<file path="src/rtl/riscv_pkg.sv">
// Shared pipeline types: decoded control bundle and datapath widths.
package riscv_pkg;

  localparam int XLEN   = 32;
  localparam int REG_AW = 5;

  typedef struct packed {
    logic       reg_write;
    logic       mem_read;
    logic       mem_write;
    logic       alu_src;
    logic       branch;
    logic       jump;
    logic       uses_rs1;
    logic       uses_rs2;
    logic [3:0] alu_op;
    logic [1:0] result_src;
  } ctrl_t;

  localparam ctrl_t CTRL_NOP = '0;

endpackage

</file>
<file path="src/rtl/wb_bypass.sv">
// Single-operand writeback bypass mux; purely combinational, no backpressure.
// Covers the register file's write-on-edge / read-combinational gap; x0 is never bypassed.
module wb_bypass #(
  parameter int XLEN   = 32,
  parameter int REG_AW = 5
) (
  input  logic              w_we,
  input  logic [REG_AW-1:0] w_rd,
  input  logic [XLEN-1:0]   w_result,
  input  logic [REG_AW-1:0] rs,
  input  logic [XLEN-1:0]   rd_data,
  output logic [XLEN-1:0]   src
);

  always_comb begin
    src = rd_data;
    if (w_we && (w_rd != '0) && (w_rd == rs)) begin
      src = w_result;
    end
  end

endmodule

</file>
<file path="src/rtl/id_ex_stage.sv">
// D->E pipeline register with WB bypass, load-use stall and redirect squash; 1-cycle latency.
// Backpressure: raises stall_d (upstream holds F/D) and inserts one bubble per load-use pair.
module id_ex_stage
  import riscv_pkg::*;
#(
  parameter int XLEN   = 32,
  parameter int REG_AW = 5,
  parameter int CNT_W  = 16
) (
  input  logic              clk,
  input  logic              reset,
  input  logic              d_valid,
  input  logic [REG_AW-1:0] d_rs1,
  input  logic [REG_AW-1:0] d_rs2,
  input  logic [REG_AW-1:0] d_rd,
  input  logic [XLEN-1:0]   d_rd_data1,
  input  logic [XLEN-1:0]   d_rd_data2,
  input  logic [XLEN-1:0]   d_imm,
  input  logic [XLEN-1:0]   d_pc,
  input  ctrl_t             d_ctrl,
  input  logic              w_we,
  input  logic [REG_AW-1:0] w_rd,
  input  logic [XLEN-1:0]   w_result,
  input  logic              ex_flush,
  output logic              e_valid,
  output logic [REG_AW-1:0] e_rs1,
  output logic [REG_AW-1:0] e_rs2,
  output logic [REG_AW-1:0] e_rd,
  output logic [XLEN-1:0]   e_src1,
  output logic [XLEN-1:0]   e_src2,
  output logic [XLEN-1:0]   e_imm,
  output logic [XLEN-1:0]   e_pc,
  output ctrl_t             e_ctrl,
  output logic              stall_d,
  output logic [CNT_W-1:0]  stall_cnt
);

  logic              e_valid_q, e_valid_d;
  logic [REG_AW-1:0] e_rs1_q, e_rs1_d, e_rs2_q, e_rs2_d, e_rd_q, e_rd_d;
  logic [XLEN-1:0]   e_src1_q, e_src1_d, e_src2_q, e_src2_d;
  logic [XLEN-1:0]   e_imm_q, e_imm_d, e_pc_q, e_pc_d;
  ctrl_t             e_ctrl_q, e_ctrl_d;
  logic [CNT_W-1:0]  stall_cnt_q, stall_cnt_d;
  logic [XLEN-1:0]   src1, src2;
  logic              hz;

  wb_bypass #(.XLEN(XLEN), .REG_AW(REG_AW)) u_byp1 (
    .w_we(w_we), .w_rd(w_rd), .w_result(w_result),
    .rs(d_rs1), .rd_data(d_rd_data1), .src(src1)
  );

  wb_bypass #(.XLEN(XLEN), .REG_AW(REG_AW)) u_byp2 (
    .w_we(w_we), .w_rd(w_rd), .w_result(w_result),
    .rs(d_rs2), .rd_data(d_rd_data2), .src(src2)
  );

  // A load in E cannot forward in time to a dependent instruction in D.
  assign hz = e_valid_q && e_ctrl_q.mem_read && (e_rd_q != '0) && d_valid &&
              ((d_ctrl.uses_rs1 && (d_rs1 == e_rd_q)) ||
               (d_ctrl.uses_rs2 && (d_rs2 == e_rd_q)));
  assign stall_d = hz && !ex_flush;

  always_comb begin
    e_valid_d   = 1'b0;
    e_rs1_d     = '0;
    e_rs2_d     = '0;
    e_rd_d      = '0;
    e_src1_d    = '0;
    e_src2_d    = '0;
    e_imm_d     = '0;
    e_pc_d      = '0;
    e_ctrl_d    = CTRL_NOP;
    stall_cnt_d = stall_cnt_q;
    if (!ex_flush && !stall_d) begin
      e_valid_d = d_valid;
      e_rs1_d   = d_rs1;
      e_rs2_d   = d_rs2;
      e_rd_d    = d_rd;
      e_src1_d  = src1;
      e_src2_d  = src2;
      e_imm_d   = d_imm;
      e_pc_d    = d_pc;
      e_ctrl_d  = d_valid ? d_ctrl : CTRL_NOP;
    end
    if (stall_d && (stall_cnt_q != {CNT_W{1'b1}})) begin
      stall_cnt_d = stall_cnt_q + 1'b1;
    end
  end

  always_ff @(posedge clk or posedge reset) begin
    if (reset) begin
      e_valid_q   <= 1'b0;
      e_rs1_q     <= '0;
      e_rs2_q     <= '0;
      e_rd_q      <= '0;
      e_src1_q    <= '0;
      e_src2_q    <= '0;
      e_imm_q     <= '0;
      e_pc_q      <= '0;
      e_ctrl_q    <= CTRL_NOP;
      stall_cnt_q <= '0;
    end else begin
      e_valid_q   <= e_valid_d;
      e_rs1_q     <= e_rs1_d;
      e_rs2_q     <= e_rs2_d;
      e_rd_q      <= e_rd_d;
      e_src1_q    <= e_src1_d;
      e_src2_q    <= e_src2_d;
      e_imm_q     <= e_imm_d;
      e_pc_q      <= e_pc_d;
      e_ctrl_q    <= e_ctrl_d;
      stall_cnt_q <= stall_cnt_d;
    end
  end

  assign e_valid   = e_valid_q;
  assign e_rs1     = e_rs1_q;
  assign e_rs2     = e_rs2_q;
  assign e_rd      = e_rd_q;
  assign e_src1    = e_src1_q;
  assign e_src2    = e_src2_q;
  assign e_imm     = e_imm_q;
  assign e_pc      = e_pc_q;
  assign e_ctrl    = e_ctrl_q;
  assign stall_cnt = stall_cnt_q;

endmodule

</file>
<file path="config.mk">
export PLATFORM = sky130hd
export DESIGN_NAME = id_ex_stage
export DESIGN_NICKNAME = d
export VERILOG_FILES = /design/src/rtl/riscv_pkg.sv /design/src/rtl/wb_bypass.sv /design/src/rtl/id_ex_stage.sv
export SDC_FILE = /design/constraint.sdc
export NUM_CORES = 1
export LEC_CHECK = 0
export CORE_ASPECT_RATIO = 0.9
export CORE_MARGIN = 2
export CORE_UTILIZATION = 30
export CTS_BUF_LIST = sky130_fd_sc_hd__clkbuf_4 sky130_fd_sc_hd__clkbuf_8 sky130_fd_sc_hd__clkbuf_16
export DETAILED_ROUTE_END_ITERATION = 8
export PLACE_DENSITY = 0.73
export SLEW_MARGIN = 25
export SYNTH_ARGS = -nofsm -noshare
export SYNTH_HDL_FRONTEND = slang
export SYNTH_SLANG_ARGS = --single-unit
export TNS_END_PERCENT = 30
</file>
<file path="constraint.sdc">
create_clock -name clk -period 11.57 [get_ports clk]
set_input_delay 1.7355 -clock clk [delete_from_list [all_inputs] [get_ports clk]]
set_output_delay 1.7355 -clock clk [all_outputs]
set_load 0.005 [all_outputs]
</file>
After elaboration in Yosys (flattened, before gate mapping)
Index checks and enable logic that the tools add are counted.
{"block": "word_totals", "ff_bits": 174, "latch_bits": 0, "ramBits": 0, "rom_bits": 0, "in_bits": 199, "output_inout_bits": 175, "memories": 0}
{"block": "op_classes", "addsub": 1, "mul": 0, "n_div": 0, "n_lt_le_gt_ge": 0, "eq_ne": 5, "shift": 0, "muxes": 12, "bitwise": 0, "n_reduce_logical": 17}
{"cell": "32-bit two-way mux", "count": 6}
{"cell": "14-bit two-way mux", "count": 2}
{"cell": "5-bit equality test", "count": 4}
{"cell": "16-bit by 1-bit adder with 16-bit output (second input constant)", "count": 1}
{"cell": "16-bit inequality test (second input constant)", "count": 1}
{"cell": "5-bit two-way mux", "count": 3}
{"cell": "1-bit logical AND", "count": 12}
{"cell": "5-bit nonzero test", "count": 2}
{"cell": "1-bit logical NOT", "count": 2}
{"cell": "1-bit logical OR", "count": 1}
{"cell": "1-bit two-way mux", "count": 1}

Longest topological paths before layout
{"block": "logic_depth", "depth_word": 8, "mapped_depth": 7}

Hierarchy
From an unflattened synthesis, not the netlist that was laid out.
{"block": "unflattened", "hier_cells": 524, "area_unflattened_um2": 7298.2}
{"module": "id_ex_stage", "instances": 1, "cells_each": 434, "area_per_inst_um2": 6109.6, "seq_area_each_um2": 4354.2}
{"module": "wb_bypass", "instances": 2, "cells_each": 45, "area_per_inst_um2": 594.3, "seq_area_each_um2": 0.0}

Worst setup path after synthesis
OpenSTA, ideal clock, no wires.
{"block": "synth_timing", "path_type": "input port to output port", "startpoint": "input d_rs2[0]", "endpoint": "output stall_d", "t_arrival_ns": 2.798, "required_ns": 9.835, "path_slack_ns": 7.037, "stages": 5, "path_cell_list": "xnor2_1 nand4_1 o22ai_2 clkbuf_1 nor2b_1"}
{"block": "synth_via", "elab_chain_cells": 5}
{"item": "start, declared", "line": "id_ex_stage.sv:14", "text": "input logic [REG_AW-1:0] d_rs2,"}
{"item": "5-bit equality test", "line": "id_ex_stage.sv:60", "text": "(d_ctrl.uses_rs2 && (d_rs2 == e_rd_q)));"}
{"item": "1-bit logical AND", "line": "id_ex_stage.sv:60"}
{"item": "1-bit logical OR", "line": "id_ex_stage.sv:59", "text": "((d_ctrl.uses_rs1 && (d_rs1 == e_rd_q)) ||"}
{"item": "1-bit logical AND", "line": "id_ex_stage.sv:58", "text": "assign hz = e_valid_q && e_ctrl_q.mem_read && (e_rd_q != '0) && d_valid &&"}
{"item": "1-bit logical AND", "line": "id_ex_stage.sv:61", "text": "assign stall_d = hz && !ex_flush;"}
{"item": "end, declared", "line": "id_ex_stage.sv:34", "text": "output logic stall_d,"}
No other way between the ends.

Final worst setup path
{"block": "layout_timing", "startpoint": "input d_rs2[4]", "endpoint": "output stall_d"}
Same word-level chain as after synthesis.

==> impl_metrics.env <==
export IMPL_status="finished, final reports clean"
export IMPL_mostFrequentLayoutCells="clkdlybuf4s50_1, dfrtp_1, and2_1, nor2_1, mux2i_1"
export IMPL_drt_iter0_drc=251
export IMPL_synth_top_family_by_area="simple AND/OR/NAND/NOR gates"
export IMPL_drive_gt1_frac=0.0741
export IMPL_fin_ws_ns=5.81
export IMPL_cts_buffers=17
export IMPL_cp_end_kind="output port"
export IMPL_path_cells="clkdlybuf4s50_1 -> xnor2_1 -> nand4_1 -> o22ai_2 -> nor2b_1 -> clkdlybuf4s50_1"
export IMPL_timing_slew_headroom=0.442
export IMPL_crit_fanout=18
export IMPL_die_area_um2=23900
export IMPL_cts_repair_resized=0
export IMPL_switchingPower_w=0.000339
export IMPL_p_leak_nw=4.75
export IMPL_seqPwrFrac=0.457
export IMPL_crit_type="input pin to output port"
export IMPL_slowest_delay_ns=0.64
export IMPL_yosys_area_share_simple=0.171
export IMPL_ant_nets=0
export IMPL_place_gp_congestion=0.835
export IMPL_hold_violations=0
export IMPL_synth_xor_area_frac=0.0424
export IMPL_syn_to_final_growth_pct=66.4
export IMPL_syn_num_nets=719
export IMPL_cts_setup_buffers=0
export IMPL_port_buffers=373
export IMPL_max_cap_violations=0
export IMPL_antenna_found_initial=2
export IMPL_hp_class="flip-flop to flip-flop"
export IMPL_hpwl_um=15900
export IMPL_tightest_slew_ns=0.838
export IMPL_synth_area_per_cell_um2=13.1
export IMPL_die_h_um=147
export IMPL_period_share=0.498
export IMPL_holdBufCountCts=0
export IMPL_core_area_um2=22400
export IMPL_pwr_share_clk=0.402
export IMPL_stdcell_count=1202
export IMPL_totalWireLength_um=21000
export IMPL_cp_slowest_cell="o22ai_2"
export IMPL_ys_flop_type="dfrtp_1"
export IMPL_start_kind="input pin"
export IMPL_setup_violations=0
export IMPL_peakVddDrop_uv=85.2
export IMPL_final_common_cell="clkdlybuf4s50_1"
export IMPL_async_flop_share=1.00
export IMPL_grt_overflow_total=0
export IMPL_timing_fmax_ghz=0.173
export IMPL_synth_warnings=0
export IMPL_rsz0062_at_grt="no"
export IMPL_finalMaxSlewViolations=0
export IMPL_clk_latency_ns=0.42
export IMPL_crit_family="buffers and inverters"
export IMPL_synth_fa_ha_area_frac=0.00184
export IMPL_dp_cells=1169
export IMPL_via_count=5218
export IMPL_p_sw_frac=0.240
export IMPL_synth_cells=519
export IMPL_power_frac_comb=0.141
export IMPL_drtPass1Iterations=4
export IMPL_rows=52
export IMPL_grt_pass1_wl_um=31900
export IMPL_synth_compound_area_frac=0.0103
export IMPL_crit_buf_inv=2
export IMPL_globalRouteTotalUtil=0.177
export IMPL_die_w_um=163
export IMPL_setup_tns_ns=0
export IMPL_worstPathRequired_ns=9.83
export IMPL_cts_root_buf="clkbuf_16"
export IMPL_grt_pass1_vias=5509
export IMPL_clock_sinks=174
export IMPL_synth_edff_count=0
export IMPL_cp_arrival_ns=4.03
export IMPL_total_power_w=0.00141
export IMPL_ys_types=37
export IMPL_finalNetCount=1091
export IMPL_final_util=0.506
export IMPL_ys_ff_latch=174
export IMPL_seq_area_frac_synth=0.639
export IMPL_wl_per_cell_um=17.5
export IMPL_routed_via_density=4.34
export IMPL_finalClockSkew_ns=0.00788
export IMPL_grt_start_max_net_pins=109
export IMPL_clock_path_buffers=2
export IMPL_dpl_worst_slack_ns=5.80
export IMPL_initial_core_util=0.304
export IMPL_powerDensity_nw_per_um2=125
export IMPL_synth_area_um2=6810
export IMPL_cts_tree="built"
export IMPL_synthMuxAreaShare=0.0990
export IMPL_crit_top_cell="clkdlybuf4s50_1"
export IMPL_remaining_drc_errors=0
export IMPL_path_clk_slew_ns=0.07
export IMPL_p_int_w=0.00107
export IMPL_period_needed_ns=5.76
export IMPL_htree_num_levels=4
export IMPL_pin_count=374
## state kept, by name (all words and copies together), names as in the netlist
name / flops
e_valid: 1
e_rs1: 5
e_rd: 5
e_src2: 32
e_src1: 32
stall_cnt: 16
e_rs2: 5
e_pc: 32
e_ctrl: 14
e_imm: 32
## kinds of logic after synthesis
kind of cell | after synthesis
muxes | 67
xor gates and xnor gates | 33
and+or+nand+nor | 210
buffers and inverters | 28
adders and majority gates | 1
DFF | 174
AOI/OAI and AO/OA | 6
## cell usage after synthesis, types with 6 or more instances
cell type  count  area [um^2]
buf_8          6         90.1
and2_1        66          413
dfrtp_1      174         4350
buf_6          8         90.1
nand4_1        7         43.8
xnor2_1       29          254
buf_2          6         30.0
nand3_1       13         65.1
nor2_1        66          248
mux2i_1       64          641
and3_1        16          100
nand2_1        9         33.8
and2_2        14          105
## power groups by stage
stage | Sequential (W) | Combinational [W] | Clock, W
floorplan | 0.000661 | 0.0000558 | 0
global placement | 0.000657 | 0.000200 | 0
detailed placement | 0.000659 | 0.000202 | 0
CTS | 0.000647 | 0.000203 | 0.000591
global route | 0.000649 | 0.000215 | 0.000616
finish | 0.000646 | 0.000199 | 0.000568
## worst register-to-register path: stages (launching register included)
cell	delay [ns]
dfrtp_1	0.49
or4_4	0.59
o211a_4	0.26
a31oi_4	0.42
buf_4	0.59
and3_1	0.31
## worst paths after layout
| path | slack [ns] | cells after the start | from | end |
|---|---|---|---|---|
| min in group asynchronous | 1.84 | 2 | reset | e_pc[19] |
| setup / recovery | 5.81 | 6 | d_rs2[4] | stall_d |
| max in group asynchronous | 8.41 | 3 | reset | e_src2[23] |
| hold / removal | 0.51 | 1 | stall_cnt[13] | stall_cnt[13] |
| setup reg to reg | 8.83 | 5 | e_rd[1] | e_ctrl[9] |
| hold reg to reg | 0.51 | 1 | stall_cnt[13] | stall_cnt[13] |
## routing by layer
layer	wire length, um	share of wire	vias up	GRT usage
li1	-	-	2445	-
met1	8170	0.39	2532	0.208
met2	10800	0.51	217	0.309
met3	1680	0.080	22	0.0573
met4	344	0.016	2	0.0478
met5	11	0.00052	-	0
## layout make-up
class                      instances  area, um^2
antenna                            1        2.50
clock buffer                      18         433
clock inverter                    14         149
fill                            2016       11000
inverter                           2        15.0
multi-input combinational        317        2230
sequential                       174        4350
tap                              297         372
timing repair buffer             379        3780
## metrics by stage
| step | hold slack, ns | instance area [um^2] |
|---|---|---|
| after floorplan | 0.481 | 6810 |
| after global placement | 0.478 | 10700 |
| after detailed placement | 0.496 | 10700 |
| after CTS | 0.513 | 11300 |
| after global routing | 0.526 | 11300 |
| final | 0.514 | 11300 |
Note: power is estimated with default switching activity, not from simulation.
